===== config.mk =====
export PLATFORM = sky130hd
export DESIGN_NAME = dmem_port_arbiter
export DESIGN_NICKNAME = d
export VERILOG_FILES = /design/src/rtl/dmem_port_arbiter.sv
export SDC_FILE = /design/constraint.sdc
export NUM_CORES = 1
export LEC_CHECK = 0
export BUFFER_PORTS_ARGS = -buffer_cell sky130_fd_sc_hd__clkbuf_2
export CAP_MARGIN = 20
export CORE_AREA = 2 2 99 101
export DETAILED_ROUTE_END_ITERATION = 10
export DIE_AREA = 0 0 101 103
export GPL_ROUTABILITY_DRIVEN = 0
export PLACE_DENSITY = 0.6
export SYNTH_ARGS = -nofsm -noshare
export SYNTH_HDL_FRONTEND = slang
export SYNTH_SLANG_ARGS = --single-unit

===== constraint.sdc =====
create_clock -name clk -period 1.3 [get_ports clk]
set_input_delay 0.13 -clock clk [delete_from_list [all_inputs] [get_ports clk]]
set_output_delay 0.13 -clock clk [all_outputs]
set_load 0.01 [all_outputs]

===== src/rtl/dmem_port_arbiter.sv =====
// rtl/dmem_port_arbiter.sv - core/DMA arbiter for one synchronous-read data-memory port
// Core has fixed priority; a saturating starvation count force-grants a waiting DMA request.
module dmem_port_arbiter #(
  parameter int ADDR_WIDTH   = 14,
  parameter int STARVE_LIMIT = 4,
  parameter int CNT_WIDTH    = 8
) (
  input  logic                  clk,
  input  logic                  rst,
  input  logic                  c_req,
  input  logic [ADDR_WIDTH-1:0] c_addr,
  input  logic [31:0]           c_wdata,
  input  logic [3:0]            c_we,
  output logic                  c_gnt,
  output logic [31:0]           c_rdata,
  output logic                  c_rvalid,
  input  logic                  d_req,
  input  logic [ADDR_WIDTH-1:0] d_addr,
  input  logic [31:0]           d_wdata,
  input  logic [3:0]            d_we,
  output logic                  d_gnt,
  output logic [31:0]           d_rdata,
  output logic                  d_rvalid,
  output logic                  mem_en,
  output logic [ADDR_WIDTH-1:0] mem_addr,
  output logic [31:0]           mem_din,
  output logic [3:0]            mem_we,
  input  logic [31:0]           mem_dout
);

  localparam logic [CNT_WIDTH-1:0] LIMIT = CNT_WIDTH'(STARVE_LIMIT);

  logic [CNT_WIDTH-1:0] starve_cnt_q, starve_cnt_d;
  logic                 c_rvalid_q, c_rvalid_d;
  logic                 d_rvalid_q, d_rvalid_d;
  logic                 force_d;

  always_comb begin
    force_d = d_req && (starve_cnt_q >= LIMIT);
    d_gnt   = d_req && (!c_req || force_d);
    c_gnt   = c_req && !d_gnt;
    mem_en  = c_gnt || d_gnt;

    mem_addr = '0;
    mem_din  = '0;
    mem_we   = 4'b0000;
    if (d_gnt) begin
      mem_addr = d_addr;
      mem_din  = d_wdata;
      mem_we   = d_we;
    end else if (c_gnt) begin
      mem_addr = c_addr;
      mem_din  = c_wdata;
      mem_we   = c_we;
    end

    // Count only consecutive denied cycles; a grant or a dropped request restarts it.
    starve_cnt_d = '0;
    if (d_req && !d_gnt) begin
      starve_cnt_d = (starve_cnt_q >= LIMIT) ? LIMIT : starve_cnt_q + CNT_WIDTH'(1);
    end

    c_rvalid_d = c_gnt && (c_we == 4'b0000);
    d_rvalid_d = d_gnt && (d_we == 4'b0000);
  end

  always_ff @(posedge clk or posedge rst) begin
    if (rst) begin
      starve_cnt_q <= '0;
      c_rvalid_q   <= 1'b0;
      d_rvalid_q   <= 1'b0;
    end else begin
      starve_cnt_q <= starve_cnt_d;
      c_rvalid_q   <= c_rvalid_d;
      d_rvalid_q   <= d_rvalid_d;
    end
  end

  assign c_rvalid = c_rvalid_q;
  assign d_rvalid = d_rvalid_q;
  assign c_rdata  = mem_dout;
  assign d_rdata  = mem_dout;

endmodule


[Word-level counts from Yosys, hierarchy flattened]
Index checks and enable logic that the tools add are counted.
Operators by class
  order comparisons: 1
  add/sub/neg operators: 1
  reduce and logical (&&, ||, !) cells: 12
  muxes and demuxes: 8
Operators with widths (number)
  2-to-1 mux 32 bit: 2
  2-to-1 mux 14 bit: 2
  2-to-1 mux 8 bit: 2
  adder 8 x 1 -> 8 bit, second input constant: 1
  greater-or-equal comparator 8 x 3 -> 1 bit, second input constant: 1
  logical NOT 4 bit: 2
  2-to-1 mux 4 bit: 2
  logical AND 1 bit: 6
  logical NOT 1 bit: 2
  logical OR 1 bit: 2
Storage, ports and cells
  bits of input ports: 136
  output and inout port bits: 119
  bits in registers: 10
  word-level logic and storage cells: 25

[Logic depth before layout (Yosys ltp)]
Gate-level depths: netlist of the first run.
  depth after elaboration: 8
  mapped depth: 5
  depth with buffers taken out: 3

[Least setup slack after synthesis of the first run]
Ideal clock, no wire load.
  path type: register to output
  from: register starve_cnt_q[6]
  to: output mem_din[24]
  stages on the path, launching flop included: 6
  buffers on the path: 2
  data required time: 1.170 ns
  slack: -0.197 ns
  data arrival time: 1.367 ns
  path through: dfrtp_1 > nor4_4 > a31o_1 > buf_6 > buf_12 > a22o_1
Between the ends
  word-level cells in the longest chain between the ends: 8
RTL lines
  start: declaration: RTL line 33  | logic [CNT_WIDTH-1:0] starve_cnt_q, starve_cnt_d;
  start signal: assignment: RTL line 73  | starve_cnt_q <= starve_cnt_d;
  greater-or-equal comparator 8 x 3 -> 1 bit: RTL line 39  | force_d = d_req && (starve_cnt_q >= LIMIT);
  logical AND 1 bit: RTL line 39
  logical OR 1 bit: RTL line 40  | d_gnt = d_req && (!c_req || force_d);
  logical AND 1 bit: RTL line 40
  logical NOT 1 bit: RTL line 41  | c_gnt = c_req && !d_gnt;
  logical AND 1 bit: RTL line 41
  named net c_gnt: RTL line 14  | output logic c_gnt,
  2-to-1 mux 32 bit: RTL line 51  | end else if (c_gnt) begin
  2-to-1 mux 32 bit: RTL line 47  | if (d_gnt) begin
  end: declaration: RTL line 26  | output logic [31:0] mem_din,
The timed path passes the listed nets, and every way through them passes these cells.

[Final worst setup path of the first run]
  from: register starve_cnt_q[4]
  to: output mem_we[0]
Between the ends
  word-level cells in the longest chain between the ends: 8
RTL lines
  greater-or-equal comparator 8 x 3 -> 1 bit *: RTL line 39
  logical AND 1 bit *: RTL line 39
  logical OR 1 bit *: RTL line 40
  logical AND 1 bit *: RTL line 40
  logical NOT 1 bit: RTL line 41
  logical AND 1 bit: RTL line 41
  2-to-1 mux 4 bit: RTL line 51
  2-to-1 mux 4 bit *: RTL line 47
  end: declaration: RTL line 27  | output logic [3:0] mem_we,
Mark *: on every way between the ends. The rest lies on a longest branch, timed or not.

==> results of run 1 <==
through the flow:
| step | hold slack, ns | total power, uW |
|---|---|---|
| detailed placement | 0.104 | 936 |
| finish | 0.236 | 1380 |
| global placement | 0.0987 | 928 |
| CTS | 0.219 | 1350 |
| floorplan | -0.0298 | 849 |
| global route | 0.242 | 1470 |
final timing paths:
path,start,endpoint,slack (ns),cells past startpoint
min in group asynchronous,rst,d_rvalid,0.40,3
max,starve_cnt_q[4],mem_we[0],-0.60,6
min reg2reg,starve_cnt_q[0],starve_cnt_q[0],0.63,2
max reg2reg,starve_cnt_q[4],c_rvalid,-0.14,6
min,d_req,starve_cnt_q[1],0.24,2
max in group asynchronous,rst,starve_cnt_q[4],0.63,3
timing repair:
action	CTS	global route
gates resized for setup	1	28
hold endpoints to repair	10	0
gates cloned	1	3
pin swaps	2	4
endpoints found under the setup margin	53	57
setup buffers	1	5
hold buffers	1	0
state kept, by name, indices dropped and copies added, names as in the netlist:
register	flops
c_rvalid	1
d_rvalid	1
starve_cnt_q	8
power by group through the flow:
stage,sequential [uW],combinational (uW),clock [uW]
after CTS,328,625,393
after floorplan,332,517,0
after detailed placement,333,603,0
after global placement,332,596,0
after global routing,328,726,413
final,328,676,378
worst max-delay path: cells and delay by family (launching register included):
kind / cells / cell delay (ns)
flops: 1 / 0.38
compound gates: 2 / 0.37
buf+inv: 3 / 0.49
simple gates: 1 / 0.28
routing by layer:
layer | track usage [%] | share of wire (%)
met1 | 10.9 | 40
met5 | 0 | 0
met4 | 1.14 | 0.47
met2 | 14.9 | 49
met3 | 3.05 | 11
placed cells by master (no fill, tap or decap), drive strengths merged:
cell type,Yosys,routed
clkbuf,0,148
a22o,50,50
buf,75,30
dfrtp,10,10
conb,1,5
inv,4,4
and3,4,4
ha,2,2
nor4,2,2
nor2,1,1
a31oi,1,1
nor2b,1,1
a31o,1,1
and2,1,1
or4,1,1
nor3,1,1
or2,1,1
dlygate4sd3,0,1
final cells by class:
class | instances | share of cell area, %
Clock buffer | 4 | 2.57
Multi-Input combinational cell | 71 | 29.8
Tap cell | 114 | 6.66
Sequential cell | 10 | 11.7
Inverter | 4 | 0.701
Timing Repair Buffer | 175 | 48.5
cells by family (layout without fill, tap and decap cells):
logic type                 count (synthesis)  count (layout)
DFF                                       10              10
other                                      1               5
buffers and inverters                     79             183
AOI/OAI and AO/OA                         52              52
and+or+nand+nor                           12              12
adders and majority gates                  2               2
==> impl_metrics.yaml, run 1 <==
synth:
  synth-main-ff-cell: "dfrtp_1"
  post_synth_num_cell_types: 20
  syn-cell-area_mm2: 0.00151
  synth_edf_count: 0
  synth_xor_area_share_pct: 0
  syn_inst: 156
  synth_top_family_by_area: "buffers and inverters"
  synth_top_area_share_pct: 31.9
  ys_top_cells_by_count: "buf_4, a22o_1, dfrtp_1"
  yosys.cell_count.top_type: "buf_4"
  yosys-top-cells-area: "buf_4, a22o_1, dfrtp_1"
  synth_top_cell_by_area: "buf_4"
  syn_area_per_cell_um2: 9.65
  ys_seq_elements: 10
  synth_adder_area_share_pct: 1.66
  async_flop_share_pct: 100
  synth_compound_area_share_pct: 31.6
  ys_seq_area_share_pct: 16.6
  synth.area.mux_share_pct: 0
  ys.warnings.count: 0
  yosys.area_share.simple_pct: 5.82
setup_path:
  crit_path_top_delay_cell: "dfrtp_1"
  start_kind: "flop"
  cp-end-kind: "output port"
  max_stage_delay_ns: 0.38
  required_ns: 1.17
  path_class: "reg -> out"
  path_cells: "nor4_4 -> buf_4 -> a31oi_4 -> buf_12 -> a22o_1 -> clkbuf_2"
  critPathMaxFanout: 38
  crit_arrival_ns: 1.77
clock_tree:
  path_clk_slew_ns: 0.05
  cts_root_buf: "clkbuf_8"
  htreeDepth: 1
  numCtsBuffers: 3
  clkLatencyLatePin_ns: 0.23
  clk_path_buf_depth: 2
  cts_tree: "done"
  cts.sinks: 10
power:
  pwr-share-seq_pct: 23.7
  p_per_area_mw_per_mm2: 645
  p_leak_uw: 0.00123
  p_int_uw: 957
  peakVddDrop_v: 0.000335
  pwr-share-comb_pct: 48.9
  p_clk_share_pct: 27.4
  power.switching_uw: 426
  swShare_pct: 30.8
detailed_routing:
  wl_um: 5930
  vias: 1580
  drt_iter0_drc: 56
  vias_per_cell: 4.18
  wl_per_cell_um: 15.7
  drc: 0
  drtPass1Iterations: 4
  drtAntennaViolNets: 0
sta:
  clock.fmax_mhz: 526
  finalCritPeriodShare_pct: 146
  hold_viol: 0
  fin_setup_tns_ns: -29.30
  slew_violations: 0
  finalSetupViolCount: 57
  period_needed_ns: 1.90
  rsz0062_at_grt: "yes"
  skew_ns: 0.00293
  fin_ws_ns: -0.602
die:
  core.rowCount: 36
  dieArea_mm2: 0.0104
  initial_core_util_pct: 15.9
  ios: 255
  fp.dieW_um: 101
  core_area_mm2: 0.00946
  die_y_um: 103
min_path:
  min_path_type: "in -> reg"
global_routing:
  antenna_found_initial: 0
  grt_usage_pct: 8.70
  grt_max_degree: 39
  gr-total-overflow: 0
  grt_pass1_vias: 1387
  grt_pass1_wl_um: 7030
placed_design:
  dpl-instance-area_mm2: 0.00188
  placedCellCount: 363
  portBuffers: 158
  dp_hpwl_um: 4630
  post-place-ws_ns: -0.384
layout:
  fin_area_mm2: 0.00214
  final_cells: 378
  nets: 403
  post-route-util_pct: 22.6
  final-seq-area_um2: 250
  multi_input_area_um2: 639
  fillers: 1042
  syn_to_final_growth_pct: 42.3
  diodes: 0
  final_layout_size_suffix_gt1_share_pct: 72.7
outcome:
  violations: "negative setup slack"
  status: "complete, but fails checks"
job:
  maxCapViolCount: 0
Power figures use the tool's default switching activity.
==> run 2, diff against run 1 <==
--- a/config.mk
+++ b/config.mk
@@ -12,6 +12,7 @@
 export DIE_AREA = 0 0 101 103
 export GPL_ROUTABILITY_DRIVEN = 0
 export PLACE_DENSITY = 0.6
+export REMOVE_ABC_BUFFERS = 1
 export SYNTH_ARGS = -nofsm -noshare
 export SYNTH_HDL_FRONTEND = slang
 export SYNTH_SLANG_ARGS = --single-unit
==> run 2 against run 1 <==
  * The run still ends with negative setup slack left
  * Non-clock buffer count is 6 lower
  * Hold slack got worse by 0.058 ns
  * Final cell count fell by 1.6%
  * Register-to-register slack about the same
  * Setup slack got worse by 0.042 ns
  * Count of clock-buffer cells in the layout unchanged
  * Critical path depth down 1
  * Sequential share of layout area grew 0.76 points
  * Total power down 3.3%
  * Combinational power is 8.7% lower
  * Highest routed layer is now met5
==> impl_metrics.yaml, run 2 (same netlist as run 1, synthesis figures left out) <==
detailed_routing:
  vias: 1621
  drc: 0
  vias_per_cell: 4.36
  drt_iter0_drc: 50
  drtAntennaViolNets: 0
  wl_um: 6740
  wl_per_cell_um: 18.1
  drtPass1Iterations: 4
global_routing:
  grt_max_degree: 39
  grt_pass1_wl_um: 8140
  antenna_found_initial: 0
  grt_usage_pct: 10.9
  gr-total-overflow: 0
  grt_pass1_vias: 1265
layout:
  diodes: 0
  nets: 397
  largest_reg_flops: 8
  fillers: 1055
  final_layout_size_suffix_gt1_share_pct: 71.3
  layout_commonest_cell: "clkbuf_2"
  syn_to_final_growth_pct: 33.7
  multi_input_area_um2: 624
  largest-register: "starve_cnt_q"
  mostFrequentLayoutCells: "clkbuf_2, a22o_1, buf_2, dfrtp_1, buf_4"
  post-route-util_pct: 21.3
  final-seq-area_um2: 250
placed_design:
  post-place-ws_ns: -0.380
  portBuffers: 158
  dp_hpwl_um: 5620
sta:
  finalSetupViolCount: 56
  slew_violations: 0
  period_needed_ns: 1.94
  fin_ws_ns: -0.644
  rsz0062_at_grt: "yes"
  finalCritPeriodShare_pct: 150
  hold_viol: 0
  skew_ns: 0.000538
  clock.fmax_mhz: 514
clock_tree:
  clkLatencyLatePin_ns: 0.24
  path_clk_slew_ns: 0.05
  cts_tree: "done"
  cts.sinks: 10
  numCtsBuffers: 3
  htreeDepth: 1
  clk_path_buf_depth: 2
  cts_root_buf: "clkbuf_8"
setup_path:
  path_class: "reg -> out"
  crit_arrival_ns: 1.81
  start_kind: "flop"
  required_ns: 1.17
  cp-end-kind: "output port"
  critPathMaxFanout: 38
die:
  die_y_um: 103
  core.rowCount: 36
  ios: 255
  fp.dieW_um: 101
  core_area_mm2: 0.00946
  dieArea_mm2: 0.0104
  initial_core_util_pct: 15.9
outcome:
  status: "complete, but fails checks"
  violations: "negative setup slack"
power:
  p_per_area_mw_per_mm2: 664
  peakVddDrop_v: 0.000221
  power.total_uw: 1340
  p_leak_uw: 0.00117
min_path:
  min_path_type: "in -> reg"
job:
  maxCapViolCount: 0
-- run 2: cell types whose count changed in the layout (fill, tap and decap cells not counted), sizes merged --
cell    delta
buf       +15
clkbuf    -21
-- run 2: critical path, cell delays in order (launching register included) --
cell and delay [ns]:
dfrtp_1 0.39, nor4_4 0.37, a31o_2 0.27, buf_12 0.20
a22o_1 0.19, clkbuf_2 0.14
-- run 2: what timing repair did --
| item | 4_1_cts | 5_1_grt |
|---|---|---|
| hold buffers | 1 | 0 |
| hold endpoints to repair | 10 | 0 |
| gates resized for setup | 3 | 41 |
| pin swaps | 8 | 1 |
| endpoints found under the setup margin | 53 | 56 |
| buffers inserted | 0 | 2 |
-- run 2: area by class of cell --
cell class / count / share of cell area [%]
inverters: 4 / 0.746
flip-flops and latches: 10 / 12.4
well taps: 114 / 7.09
repair buffers: 169 / 46.0
clock buffers: 4 / 2.74
multi-input cells: 71 / 31.0
-- run 2: worst paths after layout --
path | cells past startpoint | to | startpoint | slack (ns)
setup / recovery | 5 | mem_addr[1] | starve_cnt_q[6] | -0.64
hold / removal | 3 | d_rvalid | d_we[3] | 0.18
setup reg to reg | 4 | c_rvalid | starve_cnt_q[6] | -0.14
hold reg to reg | 2 | starve_cnt_q[0] | starve_cnt_q[0] | 0.61
max in group asynchronous | 3 | starve_cnt_q[3] | rst | 0.62
min in group asynchronous | 3 | c_rvalid | rst | 0.41
-- run 2: metrics by stage --
stage | hold WS [ns] | instance area, um^2 | setup TNS [ns] | instances
finish | 0.178 | 2010 | -30.08 | 372
detailed placement | 0.117 | 1890 | -16.19 | 365
global route | 0.200 | 2010 | -34.87 | 372
global placement | 0.0995 | 1890 | -15.41 | 365
CTS | 0.179 | 1970 | -29.79 | 370
floorplan | -0.0298 | 872 | -47.35 | 85
-- run 2: report_power, final --
part	total, uW	internal (uW)	switching [uW]	leakage [uW]
clock	392	267	126	0.0000288
sequential	327	321	5.75	0.000128
combinational	617	336	281	0.00102
total	1340	924	412	0.00117
-- run 2: metal layers --
metal	share of wire [%]	track usage (%)
met5	1.0	9.62
met1	41	14.4
met3	20	11.2
met4	0.93	2.70
met2	37	10.6
==> run 3, diff against run 2 <==
--- a/config.mk
+++ b/config.mk
@@ -5,12 +5,14 @@
 export SDC_FILE = /design/constraint.sdc
 export NUM_CORES = 1
 export LEC_CHECK = 0
+export ABC_AREA = 1
 export BUFFER_PORTS_ARGS = -buffer_cell sky130_fd_sc_hd__clkbuf_2
 export CAP_MARGIN = 20
-export CORE_AREA = 2 2 99 101
+export CORE_AREA = 2 2 100 102
 export DETAILED_ROUTE_END_ITERATION = 10
-export DIE_AREA = 0 0 101 103
+export DIE_AREA = 0 0 102 104
 export GPL_ROUTABILITY_DRIVEN = 0
+export GPL_TIMING_DRIVEN = 0
 export PLACE_DENSITY = 0.6
 export REMOVE_ABC_BUFFERS = 1
 export SYNTH_ARGS = -nofsm -noshare
==> run 3 against run 2 <==
  * The flow still finishes with violations (negative setup slack)
  * Synthesized cell count up 74%
  * Critical path depth grew 3
  * Non-clock buffer count grew 2
==> impl_metrics.yaml, run 3 <==
power:
  p_leak_uw: 0.00153
  p_int_uw: 885
  p_per_area_mw_per_mm2: 554
  pwr-share-seq_pct: 23.1
  pwr-share-comb_pct: 55.7
  p_clk_share_pct: 21.3
  swShare_pct: 38.4
  peakVddDrop_v: 0.000207
  power.switching_uw: 552
clock_tree:
  clkLatencyLatePin_ns: 0.23
  numCtsBuffers: 3
  path_clk_slew_ns: 0.04
  cts.sinks: 10
  cts_root_buf: "clkbuf_8"
  clk_path_buf_depth: 2
  htreeDepth: 1
  cts_tree: "done"
detailed_routing:
  wl_per_cell_um: 18.5
  drtAntennaViolNets: 0
  drtPass1Iterations: 4
  vias: 2191
  vias_per_cell: 4.28
  drc: 0
  wl_um: 9460
  drt_iter0_drc: 76
setup_path:
  path_cells: "clkbuf_4 -> inv_1 -> a21oi_4 -> buf_6 -> buf_16 -> nand2_2 -> nand2_1 -> buf_2"
  path_buf_inv: 5
  max_stage_delay_ns: 0.41
  crit_cells: 8
  path_class: "in -> out"
  cp-end-kind: "output port"
  critPathMaxFanout: 10
  ff2ff_path_depth: 7
  required_ns: 1.17
  crit_path_top_delay_cell: "clkbuf_4"
  crit_arrival_ns: 1.61
  start_kind: "input port"
  crit_family: "buffers and inverters"
layout:
  post-route-util_pct: 27.2
  mostFrequentLayoutCells: "clkbuf_2, nand2_1, nand3_1, nand2_2"
  fillers: 1065
  largest-register: "starve_cnt_q"
  layout_commonest_cell: "clkbuf_2"
  nets: 519
  syn_to_final_growth_pct: 62.6
  final_layout_size_suffix_gt1_share_pct: 58.0
  largest_reg_flops: 8
  diodes: 0
sta:
  skew_ns: 0.00195
  slew_violations: 0
  period_needed_ns: 1.74
  whs_ns: 0.154
  finalSetupViolCount: 56
  worst_pin_slew_ns: 0.561
  slew_headroom_pct: 62.6
  rsz0062_at_grt: "yes"
  fin_ws_ns: -0.443
  clock.fmax_mhz: 574
  finalCritPeriodShare_pct: 134
  hold_viol: 0
synth:
  ys_seq_elements: 10
  synth_top_cell_by_area: "buf_4"
  syn_inst: 272
  synth_top_area_share_pct: 32.5
  post_synth_num_cell_types: 15
  ys_seq_area_share_pct: 15.7
  yosys.cell_count.top_type: "nand2_1"
  yosys-top-cells-area: "buf_4, nand2_1, nand3_1"
  synth-main-ff-cell: "dfrtp_1"
  synth_edf_count: 0
  syn-cell-area_mm2: 0.00160
  syn_area_per_cell_um2: 5.87
  async_flop_share_pct: 100
  ys.warnings.count: 0
  ys_top_cells_by_count: "nand2_1, buf_4, nand3_1"
min_path:
  holdPathStages: 4
  min_path_type: "in -> reg"
outcome:
  status: "complete, but fails checks"
  violations: "negative setup slack"
global_routing:
  grt_max_degree: 56
  grt_pass1_wl_um: 11900
  antenna_found_initial: 0
  grt_pass1_vias: 1983
  gr-total-overflow: 0
  grt_usage_pct: 15.3
placed_design:
  post-place-ws_ns: -1.25
  portBuffers: 158
  dp_hpwl_um: 6070
die:
  core.rowCount: 36
  dieArea_mm2: 0.0106
  initial_core_util_pct: 16.7
  die_y_um: 104
  ios: 255
  fp.dieW_um: 102
  core_area_mm2: 0.00955
job:
  maxCapViolCount: 0
[run 3: changes by cell type in the layout (fill, tap and decap cells not counted), moves of 3 or more]
cell      delta
nand2_1     +87
a22o_1      -44
nand3_1     +39
buf_2       -25
clkbuf_2    +21
nand2_2     +16
nand3_2     +11
nand2_8      +9
buf_6        +8
a22o_2       -5
inv_1        +5
nor2_1       +4
buf_4        -3
nor3_2       +3
[run 3: through the flow]
stage               power [uW]  area (um^2)  setup TNS (ns)  cells
floorplan                  581         1040          -39.46    196
global placement           909         2000          -88.09    487
detailed placement         931         2040          -64.78    488
CTS                       1390         2410          -24.39    509
global route              1530         2590          -25.15    512
finish                    1440         2590          -20.25    512
[run 3: repair_timing]
action,CTS,global route
gates resized for setup,33,47
endpoints found under the setup margin,57,58
hold endpoints to repair,10,0
gates cloned,7,4
buffers inserted,10,0
pin swaps,6,8
hold buffers,1,0
[run 3: final cells by class]
type	count	area [um^2]	area share [%]
Clock buffer	3	41.3	1.59
Inverter	9	33.8	1.30
Tap cell	133	166	6.42
Multi-Input combinational cell	186	1110	42.7
Sequential cell	10	250	9.65
Timing Repair Buffer	171	995	38.4
[run 3: metal layers]
metal / share of wire [%] / track usage (%) / vias to the layer above / wire, um
li1: - / - / 1007 / -
met1: 38 / 16.3 / 985 / 3560
met2: 43 / 23.0 / 189 / 4050
met3: 18 / 12.8 / 6 / 1710
met4: 0.22 / 1.52 / 4 / 21
met5: 1.3 / 11.3 / - / 126
[run 3: worst paths after layout]
kind,to,from,slack [ns]
setup reg to reg,starve_cnt_q[2],starve_cnt_q[2],-0.06
hold / removal,d_rvalid,d_we[1],0.15
min in group asynchronous,starve_cnt_q[2],rst,0.42
setup / recovery,mem_din[21],c_req,-0.44
hold reg to reg,starve_cnt_q[0],starve_cnt_q[0],0.47
max in group asynchronous,c_rvalid,rst,0.61
[run 3: power by group through the flow]
stage	combinational, uW	clock, uW	sequential, uW
2_1_floorplan	249	0	332
3_3_place_gp	577	0	332
3_5_place_dp	599	0	332
4_1_cts	740	316	330
5_1_grt	875	325	332
6_report	800	305	331
[run 3: logic make-up after synthesis]
kind of cell | Yosys count | synth area share [%]
AO/OA/AOI/OAI | 1 | 0.549
flip-flops | 10 | 15.7
AND/OR/NAND/NOR | 169 | 44.3
other | 1 | 0.235
adder cells (fa/ha/maj) | 2 | 1.57
buffers and inverters | 89 | 37.6
[run 3: tightest hold or removal path, stage by stage]
cell,delay [ns]
clkbuf_2,0.09
nor2_1,0.04
nand2_1,0.05
nor2_1,0.04
